## src/rtl/intr_ctrl_pkg.sv

```systemverilog
// Shared encodings for the interrupt sequencer: PC mux selects, FSM states
// and the default handler entry point.
package intr_pkg;

  localparam logic [1:0] PC_SEL_SEQ     = 2'b00;
  localparam logic [1:0] PC_SEL_HANDLER = 2'b01;
  localparam logic [1:0] PC_SEL_EPC     = 2'b10;

  localparam logic [31:0] HANDLER_ADDR_DEF = 32'h0000_0004;

  typedef enum logic [1:0] {
    ST_IDLE    = 2'd0,
    ST_ARM     = 2'd1,
    ST_HANDLER = 2'd2
  } state_e;

endpackage

```

## src/rtl/intr_ctrl_if.sv

```systemverilog
// Pipeline/CP0 side signals of the interrupt sequencer. The master modport is
// the controller; the slave modport is the pipeline and CP0 that it steers.
interface intr_ctrl_if #(
  parameter int NUM_IRQ = 4
);
  logic [NUM_IRQ-1:0] irq_i;
  logic [NUM_IRQ-1:0] irq_mask_i;
  logic               ie_i;
  logic               ex_valid_i;
  logic [31:0]        ex_pc_i;
  logic               hz_stall_i;
  logic               eret_i;
  logic               flush_if_id_o;
  logic               flush_id_ex_o;
  logic               flush_ex_mem_o;
  logic [1:0]         pc_sel_o;
  logic [31:0]        handler_pc_o;
  logic               epc_we_o;
  logic [31:0]        epc_o;
  logic               cause_we_o;
  logic [NUM_IRQ-1:0] cause_o;
  logic               ie_clr_o;
  logic               ie_set_o;
  logic               intr_active_o;

  modport master (
    input  irq_i, irq_mask_i, ie_i, ex_valid_i, ex_pc_i, hz_stall_i, eret_i,
    output flush_if_id_o, flush_id_ex_o, flush_ex_mem_o, pc_sel_o, handler_pc_o,
           epc_we_o, epc_o, cause_we_o, cause_o, ie_clr_o, ie_set_o, intr_active_o
  );

  modport slave (
    output irq_i, irq_mask_i, ie_i, ex_valid_i, ex_pc_i, hz_stall_i, eret_i,
    input  flush_if_id_o, flush_id_ex_o, flush_ex_mem_o, pc_sel_o, handler_pc_o,
           epc_we_o, epc_o, cause_we_o, cause_o, ie_clr_o, ie_set_o, intr_active_o
  );
endinterface

```

## src/rtl/intr_ctrl_irq_prio_enc.sv

```systemverilog
// Fixed-priority encoder: one-hot of the lowest-index pending line plus an
// any-pending flag. Purely combinational.
module irq_prio_enc #(
  parameter int NUM_IRQ = 4
) (
  input  logic [NUM_IRQ-1:0] pend_i,
  output logic [NUM_IRQ-1:0] sel_o,
  output logic               any_o
);

  logic found;

  always_comb begin
    sel_o = '0;
    found = 1'b0;
    for (int i = 0; i < NUM_IRQ; i++) begin
      if (pend_i[i] && !found) begin
        sel_o[i] = 1'b1;
        found    = 1'b1;
      end
    end
  end

  assign any_o = |pend_i;

endmodule

```

## src/rtl/intr_ctrl.sv

```systemverilog
// Interrupt sequencer for the 5-stage pipeline: synchronises IRQs, waits for a
// real unstalled EX instruction, kills it, saves its PC as EPC and tracks the handler.
module intr_ctrl
  import intr_pkg::*;
#(
  parameter int          NUM_IRQ      = 4,
  parameter logic [31:0] HANDLER_ADDR = HANDLER_ADDR_DEF
) (
  input  logic        clk,
  input  logic        rst,
  intr_ctrl_if.master bus
);

  logic [NUM_IRQ-1:0] sync1_q, sync1_d;
  logic [NUM_IRQ-1:0] sync2_q, sync2_d;
  logic [NUM_IRQ-1:0] pend;
  logic [NUM_IRQ-1:0] sel;
  logic               any_pend;
  state_e             state_q, state_d;

  always_comb begin
    sync1_d = bus.irq_i;
    sync2_d = sync1_q;
  end

  always_ff @(posedge clk or posedge rst) begin
    if (rst) begin
      sync1_q <= '0;
      sync2_q <= '0;
      state_q <= ST_IDLE;
    end else begin
      sync1_q <= sync1_d;
      sync2_q <= sync2_d;
      state_q <= state_d;
    end
  end

  assign pend = sync2_q & bus.irq_mask_i;

  irq_prio_enc #(.NUM_IRQ(NUM_IRQ)) u_prio (
    .pend_i (pend),
    .sel_o  (sel),
    .any_o  (any_pend)
  );

  assign bus.handler_pc_o = HANDLER_ADDR;

  // The take cycle kills the EX instruction; MEM is left to commit.
  always_comb begin
    state_d            = state_q;
    bus.flush_if_id_o  = 1'b0;
    bus.flush_id_ex_o  = 1'b0;
    bus.flush_ex_mem_o = 1'b0;
    bus.pc_sel_o       = PC_SEL_SEQ;
    bus.epc_we_o       = 1'b0;
    bus.epc_o          = 32'h0;
    bus.cause_we_o     = 1'b0;
    bus.cause_o        = '0;
    bus.ie_clr_o       = 1'b0;
    bus.ie_set_o       = 1'b0;
    bus.intr_active_o  = 1'b0;
    unique case (state_q)
      ST_IDLE: begin
        if (bus.ie_i && any_pend) state_d = ST_ARM;
      end
      ST_ARM: begin
        if (!any_pend) begin
          state_d = ST_IDLE;
        end else if (bus.ex_valid_i && !bus.hz_stall_i) begin
          state_d            = ST_HANDLER;
          bus.flush_if_id_o  = 1'b1;
          bus.flush_id_ex_o  = 1'b1;
          bus.flush_ex_mem_o = 1'b1;
          bus.pc_sel_o       = PC_SEL_HANDLER;
          bus.epc_we_o       = 1'b1;
          bus.epc_o          = bus.ex_pc_i;
          bus.cause_we_o     = 1'b1;
          bus.cause_o        = sel;
          bus.ie_clr_o       = 1'b1;
        end
      end
      ST_HANDLER: begin
        bus.intr_active_o = 1'b1;
        if (bus.eret_i) begin
          state_d           = ST_IDLE;
          bus.pc_sel_o      = PC_SEL_EPC;
          bus.flush_if_id_o = 1'b1;
          bus.ie_set_o      = 1'b1;
        end
      end
      default: state_d = ST_IDLE;
    endcase
  end

endmodule
```

## src/flat_wrapper.sv

```systemverilog
// flat-port wrapper written by rule: the top's interface ports become plain ports
module intr_ctrl_flat import intr_pkg::*;
#(
  parameter int          NUM_IRQ      = 4,
  parameter logic [31:0] HANDLER_ADDR = HANDLER_ADDR_DEF
)
  (clk, rst, bus_irq_i, bus_irq_mask_i, bus_ie_i, bus_ex_valid_i, bus_ex_pc_i, bus_hz_stall_i, bus_eret_i, bus_flush_if_id_o, bus_flush_id_ex_o, bus_flush_ex_mem_o, bus_pc_sel_o, bus_handler_pc_o, bus_epc_we_o, bus_epc_o, bus_cause_we_o, bus_cause_o, bus_ie_clr_o, bus_ie_set_o, bus_intr_active_o);
  intr_ctrl_if #(.NUM_IRQ(NUM_IRQ)) bus_i ();
  input  logic clk;
  input  logic rst;
  input wire logic [$bits(bus_i.irq_i)-1:0] bus_irq_i;
  input wire logic [$bits(bus_i.irq_mask_i)-1:0] bus_irq_mask_i;
  input wire logic [$bits(bus_i.ie_i)-1:0] bus_ie_i;
  input wire logic [$bits(bus_i.ex_valid_i)-1:0] bus_ex_valid_i;
  input wire logic [$bits(bus_i.ex_pc_i)-1:0] bus_ex_pc_i;
  input wire logic [$bits(bus_i.hz_stall_i)-1:0] bus_hz_stall_i;
  input wire logic [$bits(bus_i.eret_i)-1:0] bus_eret_i;
  output wire logic [$bits(bus_i.flush_if_id_o)-1:0] bus_flush_if_id_o;
  output wire logic [$bits(bus_i.flush_id_ex_o)-1:0] bus_flush_id_ex_o;
  output wire logic [$bits(bus_i.flush_ex_mem_o)-1:0] bus_flush_ex_mem_o;
  output wire logic [$bits(bus_i.pc_sel_o)-1:0] bus_pc_sel_o;
  output wire logic [$bits(bus_i.handler_pc_o)-1:0] bus_handler_pc_o;
  output wire logic [$bits(bus_i.epc_we_o)-1:0] bus_epc_we_o;
  output wire logic [$bits(bus_i.epc_o)-1:0] bus_epc_o;
  output wire logic [$bits(bus_i.cause_we_o)-1:0] bus_cause_we_o;
  output wire logic [$bits(bus_i.cause_o)-1:0] bus_cause_o;
  output wire logic [$bits(bus_i.ie_clr_o)-1:0] bus_ie_clr_o;
  output wire logic [$bits(bus_i.ie_set_o)-1:0] bus_ie_set_o;
  output wire logic [$bits(bus_i.intr_active_o)-1:0] bus_intr_active_o;
  assign bus_i.irq_i = bus_irq_i;
  assign bus_i.irq_mask_i = bus_irq_mask_i;
  assign bus_i.ie_i = bus_ie_i;
  assign bus_i.ex_valid_i = bus_ex_valid_i;
  assign bus_i.ex_pc_i = bus_ex_pc_i;
  assign bus_i.hz_stall_i = bus_hz_stall_i;
  assign bus_i.eret_i = bus_eret_i;
  assign bus_flush_if_id_o = bus_i.flush_if_id_o;
  assign bus_flush_id_ex_o = bus_i.flush_id_ex_o;
  assign bus_flush_ex_mem_o = bus_i.flush_ex_mem_o;
  assign bus_pc_sel_o = bus_i.pc_sel_o;
  assign bus_handler_pc_o = bus_i.handler_pc_o;
  assign bus_epc_we_o = bus_i.epc_we_o;
  assign bus_epc_o = bus_i.epc_o;
  assign bus_cause_we_o = bus_i.cause_we_o;
  assign bus_cause_o = bus_i.cause_o;
  assign bus_ie_clr_o = bus_i.ie_clr_o;
  assign bus_ie_set_o = bus_i.ie_set_o;
  assign bus_intr_active_o = bus_i.intr_active_o;
  intr_ctrl #(.NUM_IRQ(NUM_IRQ), .HANDLER_ADDR(HANDLER_ADDR)) u_core (.clk(clk), .rst(rst), .bus(bus_i));
endmodule
```

## config.mk

```make
export PLATFORM = sky130hd
export DESIGN_NAME = intr_ctrl_flat
export DESIGN_NICKNAME = d
export VERILOG_FILES = /design/src/rtl/intr_ctrl_pkg.sv /design/src/rtl/intr_ctrl_if.sv /design/src/rtl/intr_ctrl_irq_prio_enc.sv /design/src/rtl/intr_ctrl.sv /design/src/flat_wrapper.sv
export SDC_FILE = /design/constraint.sdc
export NUM_CORES = 1
export LEC_CHECK = 0
export CAP_MARGIN = 20
export CORE_ASPECT_RATIO = 0.75
export CORE_MARGIN = 8
export CORE_UTILIZATION = 23
export CTS_CLUSTER_DIAMETER = 30
export DETAILED_ROUTE_END_ITERATION = 10
export PLACE_DENSITY = 0.77
export SLEW_MARGIN = 15
export SYNTH_ARGS = -nofsm -noshare
export SYNTH_HDL_FRONTEND = slang
export SYNTH_SLANG_ARGS = --single-unit
export TNS_END_PERCENT = 100
```

## constraint.sdc

```tcl
create_clock -name clk -period 1.51 [get_ports clk]
set_input_delay 0.151 -clock clk [delete_from_list [all_inputs] [get_ports clk]]
set_output_delay 0.151 -clock clk [all_outputs]
set_load 0.1 [all_outputs]
```

# --- Yosys cells after proc, flatten, opt, wreduce, memory -nomap -nowiden ---
# Index checks and enable logic that the tools add are counted.
totals:
  regBits: 10
  out_inout_bits: 78
  wordCells: 49
op_classes:
  n_eq_ne: 5
  n_mux: 28
  bitwise: 1
  n_reduce_logical: 12
ops:
  columns: ["operator", "count"]
  rows:
  - ["32-bit two-way mux", 3]
  - ["1-bit two-way mux", 13]
  - ["2-bit two-way mux", 6]
  - ["4-bit two-way mux", 3]
  - ["2-bit case mux with 3 select lines", 1]
  - ["1-bit logical AND", 5]
  - ["4-bit AND", 1]
  - ["1-bit zero test", 4]
  - ["2-bit case mux with 2 select lines", 1]
  - ["4-bit OR reduction", 1]
  - ["3-bit != test, second input constant", 1]
  - ["3-bit AND reduction", 1]
  - ["2-bit by 1-bit equality test with 1-bit output, second input constant", 1]
  - ["2-bit equality test, second input constant", 1]
  - ["2-bit zero test", 1]
  - ["2-bit by 1-bit != test with 1-bit output, second input constant", 1]
  - ["2-bit != test, second input constant", 1]
  - ["1-bit case mux with 2 select lines", 1]

# --- Depth between registers and ports, before layout ---
# Gate-level depths: netlist of the first run.
logic_depth:
  depth_word: 14
  ltp_mapped: 6

# --- Hierarchy ---
# A second synthesis of the first run with hierarchy kept.
unflattened:
  hier_cells: 118
  hier_area_um2: 1004.7
modules_own_cells:
  columns: ["mod", "instances", "cells_per_inst", "area_per_inst_um2", "seq_area_each_um2"]
  rows:
  - ["intr_ctrl", 1, 113, 967.2, 250.2]
  - ["irq_prio_enc", 1, 5, 37.5, 0.0]

# --- Least setup slack after synthesis of the first run ---
# Ideal clock, no wire load.
synth_timing:
  path_type: "reg2out"
  from: "reg u_core.state_q[0]"
  to: "out bus_flush_if_id_o"
  t_arrival_ns: 2.991
  t_required_ns: 1.359
  path_slack_ns: -1.632
  stages_incl_launch_ff: 5
  n_path_buf: 0
  cell_sequence: "dfrtp_1 -> inv_1 -> ha_1 -> and2_1 -> o21a_1"
synth_via:
  elab_chain_len: 2
  word_cells_on_any_way: 3
  classes_between: "2 x eq/ne; 1 x mux"
synth_lines:
  columns: ["element", "line_no", "source"]
  rows:
  - ["start, declared", "intr_ctrl.sv:19", "state_e state_q, state_d;"]
  - ["start signal, assigned", "intr_ctrl.sv:34", "state_q <= state_d;"]
  - ["2-bit equality test or 2-bit by 1-bit equality test with 1-bit output (tied branches)", "intr_ctrl.sv:62", "unique case (state_q)"]
  - ["1-bit case mux with 2 select lines (*)", "intr_ctrl.sv:62", null]
  - ["end, declared", "flat_wrapper.sv:18", "output wire logic [$bits(bus_i.flush_if_id_o)-1:0] bus_flush_if_id_o;"]
# Mark *: on every way between the ends. The rest lies on a longest branch, timed or not.

# --- Worst setup path after layout of the first run ---
layout_timing:
  from: "reg u_core.state_q[1]"
  to: "out bus_epc_o[16]"
layout_via:
  elab_chain_len: 2
layout_lines:
  columns: ["element", "line_no", "source"]
  rows:
  - ["2-bit by 1-bit equality test with 1-bit output", "intr_ctrl.sv:62", null]
  - ["32-bit two-way mux", "intr_ctrl.sv:62", null]
  - ["end, declared", "flat_wrapper.sv:24", "output wire logic [$bits(bus_i.epc_o)-1:0] bus_epc_o;"]
# Every way passes these cells.

==> impl_results.md, run 1 <==
* HPWL after detailed placement at 3710 um
* Finish-stage setup viols at 47
* Hold buffers post-CTS at 0
* Inserted Diodes at 0
* Slew Viols, Final at 0
* Nets@finish at around 280
* IR drop worst, VDD at 0.000685 V
* H-tree depth at 1
* Pwr dens at 1130 nW/um2
* Rows at 20
* R2r setup slk at -0.18 ns
* Die area at between 6000 and 7000 um2
* GP Congestion at 0.699
* Core area at just over 4000 um2
* Clk slew on worst S/H paths at ~0.040 ns
* Final Hold Viols at 0
* Critical path type: reg -> out
* Core Util, Final at 67.9%
* TNS Setup at -16.81 ns
* Pin count of the biggest net entering global routing at 18
* Final wirelength at ~4500 um
* Final WS setup at -0.425 ns
* Sw Pwr at 1640 uW
* Reg2reg path depth at 7
* Max frequency at 517 MHz
* Seq pwr share at 10.6%
* Die Wd at between 90 and 100 um
* Clk_lat worst skew at 0.23 ns
* CP required at 1.36 ns
* Initial detailed-routing violation count at 16
* RSZ-0062 raised after global routing: yes
* Post-Syn Area per Cell at 8.28 um2
* Total Routing Usage GR at about an eighth
* Drt first pass iters at 6
* Effective utilization at floorplan at 23.9%
* Crit path launch type: flop
* Pleak at 0.00120 uW
* DR vias at approximately 1.1k
* Critical path peak fanout at 8
* Worst clock skew at 0.00111 ns
* PortBufs at 91
* Root buffer cell: clkbuf_8
* Vias in the first global route at 1,144
* Area delta synth->final at 184%
* Status: complete, but fails checks
* Max-cap violations at 0
* Crit path capture type: output port
* Seq cells post-synth at 10
* First-pass GRT wire length at 6830 um
* Clock Tree Buf Depth at 2
* Post-route ant nets at 0
* Via density at between 3 and 4
* Synth Instances at 117
* Hold WS at 0.183 ns
* Int Pwr at 1480 uW
* Crit path arrival time at 1.78 ns
* Failing checks: negative setup slack
* I/O pins at 124
* Combinational share of power at 79.2%
* Share of post-route cells with drive strength above 1 at 54.9%
* DRC errors left at 0
* Post-synth cell types at 23
* Yosys warnings at 0
* CTS tree: done
* Sequential element share of the synthesized area at 25.8%
* Switching share of power at 52.5%
* Total gr overflow at 0
* Total power draw at a little over 3000 uW
* Sinks on Clock Net at 10
* Min-delay worst type: in -> async
* Clock Power Share at between 10% and 20%
* Initial antenna violation count at 0
* R2r startpoint: u_core.state_q[0]
* Cell area after synthesis at 968 um2
* Routed length per instance at about 16 um
* Fin crit share at 128%
* Tmin final at 1.93 ns
* Total CTS buffers at 3
* Reg2reg end: u_core.state_q[0]
* Die Y at 72.2 um
==> layout make-up <==
| cell class | instances | area [um2] |
|---|---|---|
| well taps | 55 | 68.8 |
| flip-flops and latches | 10 | 250 |
| fillers | 302 | 1300 |
| multi-input cells | 92 | 726 |
| clock buffers | 4 | 55.1 |
| repair buffers | 115 | 1630 |
| inverters | 5 | 23.8 |
==> cell usage after synthesis (all sizes together) <==
cell type	count	area, um2
nand3	2	10.0
nand2	4	15.0
a31o	1	8.76
buf	38	283
a22oi	1	12.5
and2	33	206
a21boi	1	7.51
nand3b	1	7.51
a31oi	1	6.26
mux2	1	11.3
and3	1	6.26
a221o	1	10.0
nor2	3	11.3
a21oi	2	10.0
o21a	1	7.51
ha	4	50.1
a22o	1	8.76
dfrtp	10	250
conb	2	7.51
nor2b	2	12.5
inv	5	18.8
clkbuf	2	7.51
==> state kept, by name, indices dropped and copies added (netlist names) <==
signal and cells:
u_core.sync1_q 4, u_core.sync2_q 4, u_core.state_q 2
==> metrics by stage <==
stage	cells	setup WS [ns]	instance area (um2)
after floorplan	147	-0.272	1270
after global placement	265	-0.280	2510
after detailed placement	265	-0.275	2510
after CTS	281	-0.411	2750
after global routing	281	-0.511	2750
final	281	-0.425	2750
==> routing by layer <==
metal,GRT usage (%),wire (um),vias up
li1,-,-,512
met1,12.6,1530,492
met2,26.7,2620,61
met3,3.51,362,0
met4,2.17,0,0
met5,0,0,-
==> timing repair <==
action	in CTS	in global routing
pin swaps	3	6
setup buffers	12	2
cloned	1	1
endpoints found under the setup margin	46	48
gates resized for setup	18	3
==> placed cells by master, fill, tap and decap left out, types with 2 or more instances in the layout <==
cell,instances
nor2b_4,2
conb_1,32
dfrtp_1,10
nand3_1,2
clkdlybuf4s50_1,45
ha_4,3
clkbuf_8,4
buf_12,49
inv_1,3
nor2_4,3
nand2_1,3
and2_4,33
buf_6,6
buf_4,14
==> worst max-delay path: stages (launching register included) <==
cell,delay (ns)
dfrtp_1,0.39
inv_2,0.09
ha_4,0.13
nand3b_1,0.14
a31oi_4,0.20
buf_6,0.16
clkbuf_16,0.14
and2_4,0.14
buf_12,0.16
==> how the worst max path moves through the flow <==
stage / start / endpoint / depth (start not counted)
2_1_floorplan: u_core.state_q[1] / bus_epc_o[23] / 6
3_3_place_gp: bus_irq_mask_i[2] / u_core.state_q[0] / 5
3_5_place_dp: bus_irq_mask_i[3] / u_core.state_q[0] / 5
4_1_cts: u_core.state_q[1] / bus_epc_o[0] / 8
5_1_grt: u_core.state_q[1] / bus_epc_o[9] / 8
6_report: u_core.state_q[1] / bus_epc_o[16] / 8
==> power groups by stage <==
stage,Combinational [uW],Sequential [uW],Clock (uW)
after floorplan,1560,339,0
after global placement,2200,331,0
after detailed placement,2230,335,0
after CTS,2450,329,330
after global routing,2550,334,346
final,2470,331,317
==> logic make-up after synthesis <==
| kind of cell | synth area share, % |
|---|---|
| AO/OA/AOI/OAI | 7.37 |
| buffers and inverters | 31.9 |
| AND/OR/NAND/NOR | 27.8 |
| adder cells (fa/ha/maj) | 5.17 |
| flip-flops | 25.8 |
| multiplexers | 1.16 |
| other | 0.775 |
Power figures use the tool's default switching activity.
==> inputs of run 2 (changes only) <==
- CORE_ASPECT_RATIO: 0.75 -> 1.25
==> run 2 against run 1 <==
  * Sequential share of layout area is 0.35 points higher
  * Critical path type unchanged
  * Cell count is 1.8% lower
  * The run still ends with negative setup slack left
  * Non-clock buffer count is 5 lower
  * Highest routed layer is now met4
==> impl_results.md, run 2 (same netlist as run 1, synthesis figures left out) <==
* Final Hold Viols at 0 (unchanged)
* Area delta synth->final at 174% (was 184%)
* Critical path type: reg -> out (unchanged)
* Min-delay worst type: in -> async (unchanged)
* Critical path peak fanout at 26 (was 8)
* Pre-CTS setup slack at -0.277 ns (was -0.275 ns)
* Fillers at 302 (unchanged)
* Initial antenna violation count at 0 (unchanged)
* Core area at 4070 um2 (was 4050 um2)
* Pleak at 0.00116 uW (was 0.00120 uW)
* Crit path launch type: flop (unchanged)
* Reg2reg path depth at 8 (was 7)
* Finish-stage setup viols at 47 (unchanged)
* Clk slew on worst S/H paths at 0.04 ns (about the same)
* Routed length per instance at 14.8 um (was 16.1 um)
* Seq pwr share at 10.9% (was 10.6%)
* Total CTS buffers at 3 (unchanged)
* Fin crit share at 125% (was 128%)
* Worst path slowest cell: dfrtp_1 (unchanged)
* Clk_lat worst skew at 0.23 ns (about the same)
* Worst Path Buf+Inv at 3 (was 4)
* Core Util, Final at 65.2% (was 67.9%)
* Vias in the first global route at 1,078 (was 1,144)
* Die area at 6560 um2 (about the same)
* H-tree depth at 1 (unchanged)
* Status: complete, but fails checks (unchanged)
* I/O pins at 124 (unchanged)
* Failing checks: negative setup slack (unchanged)
* Inserted Diodes at 0 (unchanged)
* Crit path arrival time at 1.74 ns (was 1.78 ns)
* Final wirelength at 4080 um (was 4510 um)
* CP peak stage delay at 0.38 ns (was 0.39 ns)
* Worst clock skew at 0.00216 ns (was 0.00111 ns)
* Switching share of power at 53.4% (was 52.5%)
* Initial detailed-routing violation count at 16 (unchanged)
* Final WS setup at -0.384 ns (was -0.425 ns)
* Effective utilization at floorplan at 23.8% (was 23.9%)
* Combinational share of power at 80.5% (was 79.2%)
* Tmin final at 1.89 ns (was 1.93 ns)
* Max-cap violations at 0 (unchanged)
* CP required at 1.36 ns (about the same)
* Nets@finish at 272 (was 277)
* Hold buffers post-CTS at 0 (unchanged)
* Reg2reg end: u_core.state_q[1] (was u_core.state_q[0])
* IR drop worst, VDD at 0.000724 V (was 0.000685 V)
* Int Pwr at 1400 uW (was 1480 uW)
* Die Wd at 74.0 um (was 90.9 um)
* Pin count of the biggest net entering global routing at 27 (was 18)
* Max frequency at 528 MHz (was 517 MHz)
* Hold WS at 0.188 ns (was 0.183 ns)
* Sw Pwr at 1600 uW (was 1640 uW)
* Share of post-route cells with drive strength above 1 at 54.1% (was 54.9%)
* CTS tree: done (unchanged)
* Placed cell count at 269 (was 265)
* PortBufs at 91 (unchanged)
* RSZ-0062 raised after global routing: yes (unchanged)
* Most frequent cells in the layout: buf_12 (48), clkdlybuf4s50_1 (45), conb_1 (32) (was buf_12 (49), clkdlybuf4s50_1 (45), and2_4 (33))
* Total Routing Usage GR at 11.4% (was 12.9%)
* Post-route ant nets at 0 (unchanged)
* Die Y at 88.6 um (was 72.2 um)
* HPWL after detailed placement at 3660 um (was 3710 um)
* Final cell count without fillers at 276 (was 281)
* Pwr dens at 1130 nW/um2 (about the same)
* Total gr overflow at 0 (unchanged)
* Sinks on Clock Net at 10 (unchanged)
* Rows at 26 (was 20)
* Drt first pass iters at 3 (was 6)
* Clock Power Share at 8.6% (was 10.2%)
* DR vias at 1,051 (was 1,065)
* GP Congestion at 0.778 (was 0.699)
* CP Depth at 7 (was 8)
* R2r startpoint: u_core.state_q[0] (unchanged)
* Root buffer cell: clkbuf_8 (unchanged)
* R2r setup slk at -0.16 ns (was -0.18 ns)
* Slew Viols, Final at 0 (unchanged)
* CP Cell Sequence: inv_2 > ha_4 > nand3b_1 > a31oi_4 > buf_12 > and2_2 > buf_12 (was inv_2 > ha_4 > nand3b_1 > a31oi_4 > buf_6 > clkbuf_16 > and2_4 > buf_12)
* DRC errors left at 0 (unchanged)
* Crit path capture type: output port (unchanged)
* First-pass GRT wire length at 5690 um (was 6830 um)
* Largest registers: u_core.sync1_q: 4 flops, u_core.sync2_q: 4 flops, u_core.state_q: 2 flops (unchanged)
* Via density at 3.81 (was 3.79)
* Top cell by count, worst path: buf_12
* Most common cell after layout, fill and taps aside: buf_12 (unchanged)
* Crit path max-delay family: buffers and inverters (unchanged)
* Clock Tree Buf Depth at 2 (unchanged)
run 2: changes by cell type in the layout (fill, tap and decap cells not counted), sizes merged:
cell    previous run  this run
clkbuf             5         3
buf               69        65
run 2: metal layers:
layer  track usage, %  vias to the layer above  part of all wire (%)
met1             11.8                      466                    35
met5                0                        -                     0
met4             2.73                        0                  0.91
li1                 -                      501                     -
met2             20.5                       77                    51
met3             4.76                        7                    13
run 2: worst max-delay path by stage:
stage / to / slack (ns) / startpoint
floorplan: bus_epc_o[23] / -0.27 / u_core.state_q[1]
global placement: u_core.state_q[0] / -0.24 / bus_irq_mask_i[3]
detailed placement: bus_cause_o[2] / -0.28 / bus_hz_stall_i
CTS: bus_epc_o[31] / -0.37 / u_core.state_q[1]
global route: bus_epc_o[1] / -0.47 / u_core.state_q[1]
finish: bus_epc_o[31] / -0.38 / u_core.state_q[1]
run 2: layout make-up:
cell class	count	area, um2	area share [%]
timing repair buffer	110	1550	58.5
sequential	10	250	9.44
inverter	5	23.8	0.897
multi-input combinational	92	714	27.0
clock buffer	3	41.3	1.56
tap	56	70.1	2.64
run 2: power by group through the flow:
stage	clock network, uW	registers (uW)	logic (uW)
6_report	258	328	2420
5_1_grt	284	331	2500
4_1_cts	264	328	2360
3_5_place_dp	0	333	2230
3_3_place_gp	0	331	2210
2_1_floorplan	0	339	1560
run 2: worst reg2reg max path: stages, from the launching register on:
cell and delay, ns:
dfrtp_1 0.38, buf_4 0.13, buf_6 0.10, inv_6 0.04, ha_4 0.15, nor2b_4 0.12
a221o_1 0.31, buf_4 0.15, a22o_1 0.17
run 2: metrics by stage:
step | cell area (um2) | setup TNS [ns] | total power [uW]
after floorplan | 1270 | -10.11 | 1900
after global placement | 2530 | -8.06 | 2540
after detailed placement | 2530 | -8.83 | 2570
after CTS | 2640 | -15.03 | 2950
after global routing | 2650 | -19.41 | 3120
final | 2650 | -15.61 | 3010
run 2: timing repair:
action / in CTS / in global routing
resized for setup: 9 / 1
pin swaps: 1 / 2
buffers inserted: 3 / 1
setup endpoints to repair: 46 / 48
